File: config.mk
export PLATFORM = sky130hd
export DESIGN_NAME = sprite_palette_bank
export DESIGN_NICKNAME = d
export VERILOG_FILES = /design/src/rtl/sprite_palette_bank.sv
export SDC_FILE = /design/constraint.sdc
export NUM_CORES = 1
export LEC_CHECK = 0
export ABC_AREA = 1
export BUFFER_PORTS_ARGS = -buffer_cell sky130_fd_sc_hd__clkbuf_2
export CAP_MARGIN = 20
export CORE_MARGIN = 2
export CORE_UTILIZATION = 60
export CTS_CLUSTER_SIZE = 30
export DETAILED_ROUTE_END_ITERATION = 8
export HOLD_SLACK_MARGIN = 0.1
export PLACE_DENSITY = 0.75
export SLEW_MARGIN = 10
export SYNTH_ARGS = -nofsm -noshare
export SYNTH_HDL_FRONTEND = slang
export SYNTH_SLANG_ARGS = --single-unit
export TNS_END_PERCENT = 5
File: constraint.sdc
create_clock -name Clk -period 4 [get_ports Clk]
set_input_delay 0.2 -clock Clk [delete_from_list [all_inputs] [get_ports Clk]]
set_output_delay 0.2 -clock Clk [all_outputs]
set_load 0.03 [all_outputs]
File: src/rtl/sprite_palette_bank.sv
// sprite_palette_bank: writable multi-palette colour lookup with transparency and hit-flash
module sprite_palette_bank #(
    parameter int INDEX_W      = 3,
    parameter int NUM_PAL      = 4,
    parameter int PAL_W        = 2,
    parameter int COLOR_W      = 4,
    parameter int FLASH_FRAMES = 8
) (
    input  logic                 Clk,
    input  logic                 Reset_n,
    input  logic                 wr_en,
    input  logic [PAL_W-1:0]     wr_pal,
    input  logic [INDEX_W-1:0]   wr_idx,
    input  logic [3*COLOR_W-1:0] wr_rgb,
    input  logic                 rd_valid,
    input  logic [PAL_W-1:0]     rd_pal,
    input  logic [INDEX_W-1:0]   rd_idx,
    input  logic                 frame_tick,
    input  logic                 flash_start,
    output logic                 out_valid,
    output logic [COLOR_W-1:0]   red,
    output logic [COLOR_W-1:0]   green,
    output logic [COLOR_W-1:0]   blue,
    output logic                 transparent,
    output logic                 flash_active
);
    localparam int ENT = 1 << INDEX_W;
    localparam logic [11:0] DEF [8] = '{12'h000, 12'h0E0, 12'h976, 12'hB20,
                                        12'hDBB, 12'h060, 12'h443, 12'h400};

    // Default palette-0 entry, each 4-bit channel resized to COLOR_W
    function automatic logic [3*COLOR_W-1:0] def_rgb(input int i);
        logic [11:0] d;
        d = (i < 8) ? DEF[i[2:0]] : 12'h000;
        return {COLOR_W'(d[11:8]), COLOR_W'(d[7:4]), COLOR_W'(d[3:0])};
    endfunction

    logic [3*COLOR_W-1:0] mem [NUM_PAL][ENT];
    logic [3*COLOR_W-1:0] pal_word;
    logic [3*COLOR_W-1:0] rgb_q;
    logic                 pal_ok;
    logic                 hit;
    logic                 tr;
    logic                 flash;
    logic [7:0]           cnt;

    // Palette storage: reset to defaults, written only for an existing palette
    always_ff @(posedge Clk or negedge Reset_n) begin
        if (!Reset_n) begin
            for (int p = 0; p < NUM_PAL; p++)
                for (int i = 0; i < ENT; i++)
                    mem[p][i] <= (p == 0) ? def_rgb(i) : '0;
        end else if (wr_en) begin
            for (int p = 0; p < NUM_PAL; p++)
                if (wr_pal == PAL_W'(p)) mem[p][wr_idx] <= wr_rgb;
        end
    end

    // Palette select mux; an out-of-range palette matches nothing
    always_comb begin
        pal_word = '0;
        pal_ok   = 1'b0;
        for (int p = 0; p < NUM_PAL; p++) begin
            if (rd_pal == PAL_W'(p)) begin
                pal_word = mem[p][rd_idx];
                pal_ok   = 1'b1;
            end
        end
    end

    assign hit   = wr_en && pal_ok && (wr_pal == rd_pal) && (wr_idx == rd_idx);
    assign tr    = !pal_ok || (rd_idx == '0);
    assign flash = (cnt != 8'd0) && cnt[0];

    // Registered lookup: write-first bypass, transparency, flash whitening
    always_ff @(posedge Clk or negedge Reset_n) begin
        if (!Reset_n) begin
            out_valid   <= 1'b0;
            transparent <= 1'b1;
            rgb_q       <= '0;
        end else begin
            out_valid <= rd_valid;
            if (rd_valid) begin
                transparent <= tr;
                rgb_q       <= tr ? '0 : flash ? '1 : hit ? wr_rgb : pal_word;
            end
        end
    end

    // Flash episode counter: start (re)loads, frame ticks count down to zero
    always_ff @(posedge Clk or negedge Reset_n) begin
        if (!Reset_n)
            cnt <= 8'd0;
        else if (flash_start)
            cnt <= 8'(FLASH_FRAMES);
        else if (frame_tick && cnt != 8'd0)
            cnt <= cnt - 8'd1;
    end

    assign {red, green, blue} = rgb_q;
    assign flash_active       = cnt != 8'd0;
endmodule

==> Implementation_results.wiki <==
{| class="wikitable"
! Metric !! Value
|-
| Sequential power share || 47.1%
|-
| Max_cap viols || 0
|-
| Non-filler instance count after layout || 2826
|-
| DIE AREA || 33200 um2
|-
| Highest fanout seen on the critical path || 7
|-
| Initial antenna violation count || 0
|-
| Portion of total power attributed to combinational logic || 15.8%
|-
| Post-Synthesis Mean Instance Area || 7.82 um2
|-
| Path type of the worst setup path || reg2out
|-
| Critical path required time || 3.80 ns
|-
| Fraction of layout instances using a drive strength above 1 || 7.71%
|-
| CTS clock-pin slew for the worst setup and hold paths || 0.06 ns
|-
| Leakage power figure || 10.1 nW
|-
| Count of vias placed by the detailed router || 16677
|-
| DRC errors left || 0
|-
| Relative max-transition margin || 23.1%
|-
| Global-route met2 utilization || 54.7%
|-
| Highest Clock Rate || 489 MHz
|-
| Count of standard-cell rows || 65
|-
| Sequential share of the synthesized area || 53.5%
|-
| Setup clock skew after layout || 0.0113 ns
|-
| Cell internal power dissipation || 0.00814 W
|-
| Setup violators final || 0
|-
| Worst R2R Start || cnt[0]
|-
| Share of flip-flops with an asynchronous set or reset after synthesis || 100%
|-
| Pin count of the biggest net entering global routing || 187
|-
| Global Route met1 Usage || 46.5%
|-
| Post-route setup slack || 1.96 ns
|-
| Final Max Slew Viols || 0
|-
| Dpl hpwl || 32.8 mm
|-
| Post-route setup TNS || 0 ns
|-
| Total instance count after detailed placement || 2730
|-
| Initial standard-cell utilization of the core || 60.6%
|-
| Top cells by area, synth || dfrtp_1 (49%), nand2_1 (15%), o21ai_0 (12%), nand3_1 (4.4%), dfstp_2 (4.3%)
|-
| Die width || 182 um
|-
| Area growth, synth to finish || 10.1%
|-
| Clock Power Share || 37.1%
|-
| Final layout net count || 2421
|-
| Pwr Density || 539 nW/um2
|-
| Worst-Skew Late Latency || 0.54 ns
|-
| Clock tree root buffer cell || clkbuf_16
|-
| CTS H-Tree Depth || 2
|-
| Worst Path Arrival || 1.84 ns
|-
| Synth area leader || dfrtp_1
|-
| TritonCTS clock tree || yes
|-
| Setup repair after global routing missed its margin || no
|-
| Total nets after synthesis || 2471
|-
| Dominant register cell in the synthesized netlist || dfrtp_1
|-
| Yosys warning total || 0
|-
| Starting DRC count in detailed routing || 1806
|-
| Fin. Hold Viols || 0
|-
| Area of the core || 31500 um2
|-
| Antenna-violating nets left || 0
|-
| Ranking of synthesized cells by instance count || nand2_1 (780), o21ai_0 (459), dfrtp_1 (375)
|-
| Global Route met3 Usage || 4.75%
|-
| Hold Crit Class || in2async
|-
| Remaining Overflow, GRT || 0
|-
| Most common cell in the synthesized netlist || nand2_1
|-
| Deepest clock path buffer count || 3
|-
| Total global routing track utilization || 34.0%
|-
| Slew @ Worst Pin || 1.15 ns
|-
| Number of global-route vias before repair || 16008
|-
| Antenna diode count || 0
|-
| Wire length of the first global-routing pass || 88.8 mm
|-
| Clock tree sinks || 406
|-
| Final RePlAce weighted congestion || 0.925
|-
| Quantity of I/O buffers inserted on ports || 42
|-
| Buffers inserted during post-CTS setup optimization || 0
|-
| Maximum vdd ir drop || 0.270 mV
|-
| Total wire length || 55.1 mm
|-
| Final clock period utilization by the worst path || 51.1%
|-
| Final routed wire length divided by cell count || 19.5 um
|-
| Portion of synthesized cell area occupied by the leading cell type || 49.2%
|-
| Kind of start point of the critical path || register
|-
| Count of boundary I/O pins || 43
|-
| Final critical path time including I/O delays and setup || 2.04 ns
|-
| Net Sw Frac || 28.2%
|-
| Inserted Clock Buffers || 42
|-
| TritonRoute pass-1 iters || 6
|-
| Routed vias/inst || 5.90
|-
| Unique cell type count in the Yosys netlist || 34
|-
| Y dimension of the die || 182 um
|-
| Outcome || complete, no violations
|-
| Switching component of the power || 0.00319 W
|-
| Crit path capture type || primary output
|-
| Mapped Cells || 2441
|-
| Layer with the highest usage after global routing || met2
|-
| Post-synthesis sequential element count || 406
|-
| Beginning of the critical path || cnt[0]
|-
| Pre-CTS setup slack || 1.62 ns
|-
| Mapped cell area || 19100 um2
|-
| Post-synth EDFFs || 0
|}
[layout by cell type, fill, tap and decap left out, types with 19 or more instances in the layout]
cell type | netlist | final
nor2_1 | 206 | 206
dfrtp_1 | 375 | 375
a21oi_1 | 31 | 31
o21ai_0 | 459 | 459
clkbuf_2 | 1 | 39
inv_1 | 132 | 131
o211ai_1 | 19 | 19
nand3_1 | 168 | 168
dfstp_2 | 31 | 31
clkbuf_16 | 0 | 45
nand2_1 | 780 | 780
[worst max-delay path: stages (launching register included)]
cell and delay, ns:
dfrtp_1 0.36, inv_1 0.17, ha_1 0.19, inv_1 0.04, nor3_1 0.13, nand3_1 0.18, clkbuf_2 0.23
[state kept, by name (all words and copies together) (netlist names)]
register     count
mem            384
rgb_q           12
cnt              8
out_valid        1
transparent      1
[per-layer routing]
metal / up-vias / share of wire (%)
met5: - / 0
met4: 0 / 4.3
met3: 152 / 7.7
met2: 731 / 47
met1: 8031 / 41
li1: 7763 / -
[logic make-up (layout without fill, tap and decap cells)]
family | after synthesis | count (layout) | synth area share [%]
and+or+nand+nor | 1181 | 1181 | 25.0
adders and majority gates | 2 | 2 | 0.131
xor gates and xnor gates | 4 | 4 | 0.184
DFF | 406 | 406 | 53.5
AOI/OAI and AO/OA | 537 | 537 | 14.6
buffers and inverters | 311 | 294 | 6.71
[through the flow]
stage / hold WS [ns] / power [W] / area, um2 / utilization, %
final: 0.298 / 0.0113 / 21000 / 66.8
after global placement: 0.344 / 0.00704 / 19300 / 61.3
after CTS: 0.334 / 0.0113 / 20900 / 66.6
after detailed placement: 0.352 / 0.00713 / 19300 / 61.3
after floorplan: -0.0956 / 0.00652 / 19100 / -
after global routing: 0.390 / 0.0119 / 21000 / 66.8
[what timing repair did]
action / in CTS / in global routing
gates resized for setup: 0 / 0
hold buffers: 16 / 0
hold endpoints to repair: 168 / 0
[final timing paths]
check / slack (ns) / depth (start not counted) / to
max in group asynchronous: 2.58 / 3 / mem[83]
max: 1.96 / 6 / flash_active
min: 0.30 / 2 / mem[56]
max reg2reg: 2.11 / 12 / rgb_q[2]
min in group Clk: 0.36 / 6 / mem[125]
min reg2reg: 0.48 / 2 / mem[216]
[power groups by stage]
| stage | sequential [W] | clock (W) | combinational, W |
|---|---|---|---|
| after floorplan | 0.00531 | 0 | 0.00121 |
| after global placement | 0.00535 | 0 | 0.00169 |
| after detailed placement | 0.00538 | 0 | 0.00175 |
| after CTS | 0.00532 | 0.00424 | 0.00178 |
| after global routing | 0.00542 | 0.00440 | 0.00207 |
| final | 0.00533 | 0.00420 | 0.00180 |
[cell type report]
cell class	count	area [um2]
clock buffers	67	1320
fillers	2598	10500
well taps	402	503
flip-flops and latches	406	10200
inverters	138	520
repair buffers	79	694
clock inverters	10	175
multi-input cells	1724	7600
No activity file was read; power rests on OpenSTA's default activity.
